$ cat src/rtl/neighbor_pkg.sv
// Shared definitions for the neighbour table and its consumers.
//   WORD_WIDTH    : width of every neighbour field (ID, hops, Q-value, energy)
//   MAX_NEIGHBORS : table depth
//   IDX_WIDTH     : width of a table index
//   sel_state_e   : next-hop selector state encoding
//   nbr_entry_t   : one neighbour table entry
//   last_index()  : index of the last entry to scan for a given populated count
package neighbor_pkg;

  localparam int WORD_WIDTH    = 16;
  localparam int MAX_NEIGHBORS = 32;
  localparam int IDX_WIDTH     = 5;

  typedef enum logic [1:0] {
    IDLE = 2'd0,
    SCAN = 2'd1,
    DONE = 2'd2
  } sel_state_e;

  typedef struct packed {
    logic [WORD_WIDTH-1:0] id;
    logic [WORD_WIDTH-1:0] hops;
    logic [WORD_WIDTH-1:0] qvalue;
    logic [WORD_WIDTH-1:0] energy;
    logic                  valid;
  } nbr_entry_t;

  // Last index to visit: min(count, MAX_NEIGHBORS) - 1. The count == 0 case
  // never starts a scan, so its (wrapped) value here is irrelevant.
  function automatic logic [IDX_WIDTH-1:0] last_index(
    input logic [WORD_WIDTH-1:0] count
  );
    if (count >= WORD_WIDTH'(MAX_NEIGHBORS))
      last_index = IDX_WIDTH'(MAX_NEIGHBORS - 1);
    else
      last_index = IDX_WIDTH'(count - WORD_WIDTH'(1));
  endfunction

endpackage

$ cat src/rtl/nh_compare.sv
// Candidate-versus-best decision for the next-hop selector. Purely
// combinational.
//   cand       : entry currently presented by the neighbour table
//   best       : best entry held so far (only qvalue and hops matter)
//   has_best   : a best entry is currently held
//   min_energy : unsigned energy floor a candidate must meet
//   replace    : cand qualifies and should become the new best
module nh_compare
  import neighbor_pkg::*;
(
  input  nbr_entry_t            cand,
  input  nbr_entry_t            best,
  input  logic                  has_best,
  input  logic [WORD_WIDTH-1:0] min_energy,
  output logic                  replace
);

  logic qualifies;
  logic better;

  always_comb begin
    qualifies = cand.valid && (cand.energy >= min_energy);
    // Strictly better only: a full tie leaves the earlier index in place.
    better    = !has_best
             || (cand.qvalue > best.qvalue)
             || ((cand.qvalue == best.qvalue) && (cand.hops < best.hops));
    replace   = qualifies && better;
  end

  // Identity, energy and valid of the held best never influence ranking.
  logic unused_fields;
  assign unused_fields = ^{cand.id, best.id, best.energy, best.valid};

endmodule

$ cat src/rtl/next_hop_selector.sv
// Next-hop selector: on request, walks the neighbour table one entry per
// clock through its index port and keeps the best qualifying neighbour
// (highest Q-value, then fewest hops, then lowest index). A candidate must be
// valid and meet the energy floor.
//   clk, nrst        : clock, asynchronous active-low reset
//   start            : scan request, honoured only in IDLE
//   hb_reset         : heartbeat reset, aborts a scan and clears the result
//   neighbor_count   : populated entries (clamped to MAX_NEIGHBORS, latched)
//   min_energy       : unsigned energy floor
//   neighborCount    : table read index
//   tbl_valid, mNode*: combinational read data for neighborCount
//   busy             : scan in progress
//   done             : one-cycle result-ready pulse
//   found, best_*    : selected neighbour, held until next start/hb_reset
module next_hop_selector
  import neighbor_pkg::*;
(
  input  logic                  clk,
  input  logic                  nrst,
  input  logic                  start,
  input  logic                  hb_reset,
  input  logic [WORD_WIDTH-1:0] neighbor_count,
  input  logic [WORD_WIDTH-1:0] min_energy,
  output logic [IDX_WIDTH-1:0]  neighborCount,
  input  logic                  tbl_valid,
  input  logic [WORD_WIDTH-1:0] mNodeID,
  input  logic [WORD_WIDTH-1:0] mNodeHops,
  input  logic [WORD_WIDTH-1:0] mNodeQValue,
  input  logic [WORD_WIDTH-1:0] mNodeEnergy,
  output logic                  busy,
  output logic                  done,
  output logic                  found,
  output logic [WORD_WIDTH-1:0] best_id,
  output logic [WORD_WIDTH-1:0] best_qvalue,
  output logic [WORD_WIDTH-1:0] best_hops,
  output logic [IDX_WIDTH-1:0]  best_idx
);

  sel_state_e           state;
  logic [IDX_WIDTH-1:0] last_idx;

  nbr_entry_t cand_entry;
  nbr_entry_t best_entry;
  logic       replace;

  always_comb begin
    cand_entry.id     = mNodeID;
    cand_entry.hops   = mNodeHops;
    cand_entry.qvalue = mNodeQValue;
    cand_entry.energy = mNodeEnergy;
    cand_entry.valid  = tbl_valid;
    best_entry.id     = best_id;
    best_entry.hops   = best_hops;
    best_entry.qvalue = best_qvalue;
    best_entry.energy = '0;
    best_entry.valid  = found;
  end

  nh_compare u_compare (
    .cand       (cand_entry),
    .best       (best_entry),
    .has_best   (found),
    .min_energy (min_energy),
    .replace    (replace)
  );

  always_ff @(posedge clk or negedge nrst) begin
    if (!nrst) begin
      state         <= IDLE;
      last_idx      <= '0;
      neighborCount <= '0;
      busy          <= 1'b0;
      done          <= 1'b0;
      found         <= 1'b0;
      best_id       <= '0;
      best_qvalue   <= '0;
      best_hops     <= '0;
      best_idx      <= '0;
    end else if (hb_reset) begin
      // Abort wins over everything, including a same-cycle start.
      state         <= IDLE;
      neighborCount <= '0;
      busy          <= 1'b0;
      done          <= 1'b0;
      found         <= 1'b0;
      best_id       <= '0;
      best_qvalue   <= '0;
      best_hops     <= '0;
      best_idx      <= '0;
    end else begin
      case (state)
        IDLE: begin
          busy <= 1'b0;
          done <= 1'b0;
          if (start) begin
            neighborCount <= '0;
            found         <= 1'b0;
            best_id       <= '0;
            best_qvalue   <= '0;
            best_hops     <= '0;
            best_idx      <= '0;
            if (neighbor_count == '0) begin
              // Empty table: report "nothing found" on the next cycle.
              state <= DONE;
              done  <= 1'b1;
            end else begin
              // The count is captured here so later changes cannot
              // stretch or shorten the walk.
              state    <= SCAN;
              busy     <= 1'b1;
              last_idx <= last_index(neighbor_count);
            end
          end
        end

        SCAN: begin
          if (replace) begin
            found       <= 1'b1;
            best_id     <= mNodeID;
            best_qvalue <= mNodeQValue;
            best_hops   <= mNodeHops;
            best_idx    <= neighborCount;
          end
          if (neighborCount == last_idx) begin
            state         <= DONE;
            busy          <= 1'b0;
            done          <= 1'b1;
            neighborCount <= '0;
          end else begin
            neighborCount <= neighborCount + IDX_WIDTH'(1);
          end
        end

        DONE: begin
          // start is deliberately not sampled here.
          state <= IDLE;
          done  <= 1'b0;
          busy  <= 1'b0;
        end

        default: begin
          state         <= IDLE;
          busy          <= 1'b0;
          done          <= 1'b0;
          neighborCount <= '0;
        end
      endcase
    end
  end

endmodule

$ cat config.mk
export PLATFORM = sky130hd
export DESIGN_NAME = next_hop_selector
export DESIGN_NICKNAME = d
export VERILOG_FILES = /design/src/rtl/neighbor_pkg.sv /design/src/rtl/nh_compare.sv /design/src/rtl/next_hop_selector.sv
export SDC_FILE = /design/constraint.sdc
export NUM_CORES = 1
export LEC_CHECK = 0
export CAP_MARGIN = 20
export CORE_UTILIZATION = 45
export DETAILED_ROUTE_END_ITERATION = 8
export PLACE_DENSITY = 0.9
export SYNTH_ARGS = -nofsm -noshare
export SYNTH_HDL_FRONTEND = slang
export SYNTH_SLANG_ARGS = --single-unit
$ cat constraint.sdc
create_clock -name clk -period 2.4 [get_ports clk]
set_input_delay 0.24 -clock clk [delete_from_list [all_inputs] [get_ports clk]]
set_output_delay 0.24 -clock clk [all_outputs]
set_load 0.1 [all_outputs]
Word-level counts from Yosys, hierarchy flattened:

Index checks and enable logic that the tools add are counted.

* add/subtract/negate cells: 2
* order comparisons: 4
* equality and inequality tests: 8
* mux-type cells: 37
* bitwise gates (word level): 2
* reductions and logical operators: 13

Operators with widths (number)
* $mux W16: 7
* $pmux W16 S2: 3
* $mux W5: 6
* $eq A16 B16 Y1: 1
* $ge A16 B16 Y1: 1
* $ge A16 B6 Y1 const B: 1
* $gt A16 B16 Y1: 1
* $logic_not A16 Y1: 1
* $lt A16 B16 Y1: 1
* $pmux W5 S3: 1
* $mux W1: 11
* $pmux W5 S2: 1
* $ne A3 B3 Y1 const B: 3
* $mux W2: 4
* $pmux W1 S2: 3
* $add A5 B1 Y5 const B: 1
* $eq A5 B5 Y1: 1
* $sub A5 B1 Y5 const B: 1
* $pmux W2 S2: 1
* $reduce_and A2 Y1: 2
* $reduce_and A4 Y1: 1
* $logic_and A1 B1 Y1: 3
* $reduce_and A3 Y1: 1
* $reduce_bool A3 Y1: 1
* 7 further kinds: 9

* bits in registers: 68
* input bits: 101
* output and inout port bits: 61
* word-level logic and storage cells: 76

Logic depth before layout (Yosys ltp):

Gate-level depths: netlist (run 1).

* word-level depth: 7
* mapped depth: 10
* gate-level depth less buffers: 9

Modules after synthesis:

From an unflattened synthesis (run 1), not the netlist that was laid out.

* cells, all modules: 367
* area total of the unflattened synthesis: 4008.8 µm²

Modules (own cells, without submodules)
* next_hop_selector: instances 1, cells each 206, area an instance 2776.4 µm², sequential area each 1701.6 µm²
* nh_compare: instances 1, cells each 161, area an instance 1232.4 µm², sequential area each 0.0 µm²

Least setup slack after synthesis (run 1):

OpenSTA, ideal clock, no wires.

* path type: reg2reg
* start: reg best_hops[2]
* end: reg best_idx[0]
* arrival: 2782 ps
* setup slack: -512 ps
* stages on the path, launching flop included: 11
* period minus slack after synthesis: 2912 ps
* cell sequence: dfrtp_1 inv_1 ha_1 a211o_1 a31oi_1 o311a_1 nor4b_4 o221ai_2 buf_4 nand4_1 nand3_1

* longest elaborated chain between the ends: 6

Ends and longest elaborated chain
* start: declaration: RTL line next_hop_selector.sv:35 `output logic [WORD_WIDTH-1:0] best_hops,`
* start signal: assignment: RTL line next_hop_selector.sv:121 `best_hops <= mNodeHops;`
* $lt A16 B16 Y1: RTL line nh_compare.sv:26 `|| ((cand.qvalue == best.qvalue) && (cand.hops < best.hops));`
* $logic_and A1 B1 Y1: RTL line nh_compare.sv:26
* $logic_or A1 B1 Y1: RTL line nh_compare.sv:26
* $logic_and A1 B1 Y1: RTL line nh_compare.sv:27 `replace = qualifies && better;`
* $ne A3 B3 Y1 (no source line)
* $reduce_and A3 Y1 (no source line)
* end signal: assignment: RTL line next_hop_selector.sv:122 `best_idx <= neighborCount;`
* end: declaration: RTL line next_hop_selector.sv:36 `output logic [IDX_WIDTH-1:0] best_idx`

No other way between the ends.
A chain may end at the register's enable or synchronous reset.

Worst setup path after layout (run 1):

* start: reg best_qvalue[7]
* end: reg best_id[6]

* longest elaborated chain between the ends: 6
* elaborated cells on any way between the ends: 8
* those cells by class: order compare: 1; eq/ne: 2; reduce/logical: 5

Ends and longest elaborated chain
* start: declaration: RTL line next_hop_selector.sv:34 `output logic [WORD_WIDTH-1:0] best_qvalue,`
* start signal: assignment: RTL line next_hop_selector.sv:120 `best_qvalue <= mNodeQValue;`
* $gt A16 B16 Y1 or $eq A16 B16 Y1 (tied branches): RTL line nh_compare.sv:25, nh_compare.sv:26
* $logic_or A1 B1 Y1 or $logic_and A1 B1 Y1 (tied branches): RTL line nh_compare.sv:25, nh_compare.sv:26
* $logic_or A1 B1 Y1 (*): RTL line nh_compare.sv:26
* $logic_and A1 B1 Y1 (*): RTL line nh_compare.sv:27
* $ne A3 B3 Y1 (no source line) (*)
* $reduce_and A3 Y1 (no source line) (*)
* end signal: assignment: RTL line next_hop_selector.sv:119 `best_id <= mNodeID;`
* end: declaration: RTL line next_hop_selector.sv:33 `output logic [WORD_WIDTH-1:0] best_id,`

Mark *: on every way between the ends. The rest lies on a longest branch, timed or not.

==> results of run 1 <==
-- cell type report --
cell class / instances / area [um2] / area share
timing repair buffer: 193 / 1820 / 0.248
clock buffer: 9 / 124 / 0.0169
sequential: 68 / 1790 / 0.245
multi-input combinational: 445 / 3130 / 0.428
inverter: 51 / 204 / 0.0278
clock inverter: 7 / 82.6 / 0.0113
tap: 136 / 170 / 0.0232
-- worst max-delay path, stage by stage (launching register included) --
cell and delay (ns):
dfrtp_4 0.43, inv_1 0.07, ha_1 0.33, nand4_1 0.25, a211oi_4 0.26, nor3_2 0.05
buf_4 0.15, o221a_4 0.32, clkbuf_16 0.21, o21ai_1 0.15, nand3_1 0.10
-- timing repair --
item | in CTS | in global routing
resized for setup | 4 | 30
pin swaps | 3 | 27
cloned | 0 | 2
setup buffers | 2 | 8
setup endpoints to repair | 27 | 54
-- cell usage in the layout (no fill, tap or decap), drive strengths merged, types with 6 or more instances in the layout --
cell / count
a21o: 6
a21oi: 13
a31oi: 8
buf: 93
clkbuf: 11
clkdlybuf4s50: 98
dfrtp: 68
ha: 49
inv: 54
nand2: 69
nand3: 55
nand4: 56
nor2: 16
nor2b: 6
nor3: 32
nor3b: 24
o21ai: 64
xnor2: 6
-- registers in the layout, indices dropped and copies added, names as in the netlist --
signal	flops
best_hops	16
best_id	16
best_qvalue	16
best_idx	5
last_idx	5
neighborCount	5
state	2
busy	1
done	1
found	1
-- metal layers --
layer	global-route usage	vias up	part of all wire
met3	0.0426	22	0.072
met5	0	-	0
met2	0.471	268	0.51
li1	-	2520	-
met4	0.0920	0	0.011
met1	0.358	2548	0.41
-- logic make-up (layout without fill, tap and decap cells) --
family / count (synthesis) / after routing / synth area share
AND/OR/NAND/NOR: 275 / 275 / 0.298
XOR/XNOR: 9 / 9 / 0.0159
flip-flops: 68 / 68 / 0.343
AO/OA/AOI/OAI: 112 / 112 / 0.137
buffers and inverters: 97 / 260 / 0.0825
adder cells (fa/ha/maj): 49 / 49 / 0.124
-- power breakdown --
group          total, mW  internal [mW]  switching [mW]
clock               1.02          0.496           0.525
sequential          1.22           1.18          0.0376
combinational      0.964          0.359           0.604
total               3.21           2.04            1.17
-- worst max-delay path by stage --
stage | to | from | slack (ns) | depth (start not counted)
floorplan | best_idx[0] | best_qvalue[15] | -0.03 | 10
global placement | best_qvalue[10] | mNodeQValue[13] | -0.28 | 10
detailed placement | best_qvalue[1] | mNodeQValue[15] | -0.34 | 10
CTS | best_idx[0] | best_qvalue[10] | 0.0007 | 11
global route | best_hops[11] | best_qvalue[10] | -0.14 | 11
finish | best_id[6] | best_qvalue[7] | -0.05 | 10
-- stage by stage --
step,total power [mW],setup WS [ns]
2_1_floorplan,1.77,-0.0339
3_3_place_gp,2.14,-0.280
3_5_place_dp,2.17,-0.339
4_1_cts,3.19,0.000661
5_1_grt,3.35,-0.143
6_report,3.21,-0.0485
==> results.yml, run 1 <==
status:
  status: "finished, violations left"
  violations: "hold timing, setup timing"
timing:
  slew_viol_final: 0
  setup_slack_ns: -0.0485
  max_freq_ghz: 0.408
  fin_worst_skew_ns: 0.0162
  min_period_ns: 2.45
  worst_slew_pin_slew_ns: 0.921
  rsz0062_at_grt: "true"
  period_share: 1.02
  setup_viol: 26
  maxSlewHeadroom: 0.386
  hold_ws_ns: -0.0184
  setup_tns_ns: -0.417
  finalHoldViolCount: 3
die:
  io_pins: 162
  start_util: 0.472
  core_area_um2: 10500
  die_height_um: 107
  num_rows: 37
  die_area_um2: 11400
  die_w_um: 107
clock_network:
  hold_buffers: 0
  path_clk_slew_ns: 0.10
  cts_root_buf: "clkbuf_8"
  cts_sinks: 68
  cts_made_buffers: 9
  cts_max_level: 3
  cts_tree: "built"
  worstSkewPairLatency_ns: 0.36
  clk_path_buf_depth: 2
power:
  p_leak_nw: 3.15
  ir_drop_uv: 259
  power_density_nw_per_um2: 438
yosys:
  synth_area_per_cell_um2: 8.13
  ys_top_cells_by_area: "dfrtp_1, ha_1, nand4_1, nand3_1, o21ai_1"
  ys_async_sr_fraction: 1.00
  syn_inst: 610
  ys.flop_type: "dfrtp_1"
  syn-cell-area_um2: 4960
  synth_common_cells: "nand2_1, dfrtp_1, nand4_1"
  synth_top_area_frac: 0.343
  synth_seq_area_share: 0.343
  yosysMostFrequentCell: "nand2_1"
  ys_ff_latch: 68
  yosysUniqueCellTypes: 49
  synth_top_cell_by_area: "dfrtp_1"
  synth_nets: 760
  yosys_warnings: 0
  synth_edf_count: 0
critical_path:
  reg2reg_slack_ns: -0.05
  r2r_end: "best_id[6]"
  timing.rr.start: "best_qvalue[7]"
  r2r_cells: 10
  worstPathArrival_ns: 2.69
  worstSetupStartpointType: "register"
  cp_data_required_time_ns: 2.64
  path_class: "reg -> reg"
  worst-path-max-fanout: 18
  critPathCaptureType: "register"
routing:
  drcViolationCount: 0
  via_per_inst: 5.89
  drtPass1Iterations: 5
  wl_per_cell_um: 17.7
  drt-initial-drc-count: 483
  vias: 5358
  wirelength_um: 16100
  ant_nets: 0
placement:
  placed_cells: 883
  hpwl_um: 11000
  placement.cell_area_um2: 6830
  portBuffers: 161
  gp_congestion: 0.834
grt:
  grt_pass1_vias: 5222
  grt_first_pass_wirelength_um: 25200
  antenna_found_initial: 0
  grt_max_degree: 69
  gr-total-overflow: 0
  grt_use_total: 0.277
cells_and_area:
  syn_to_final_growth_pct: 47.7
  design_area_um2: 7320
  post-route-util: 0.697
  drive_gt1_frac: 0.255
  instances_no_fill: 909
  num-fill-cells: 773
  fin_nets: 918
  diodes: 0
run:
  maxCapViolCount: 0
worst_hold_path:
  hp-class: "in -> async"
(Power assumes the default switching activity.)
==> inputs of run 2 (changes only) <==
Settings changed: CTS_CLUSTER_SIZE set to 25.
==> results of run 2 <==
Same layout as run 1: the final DEF is identical, and so are final timing and power.
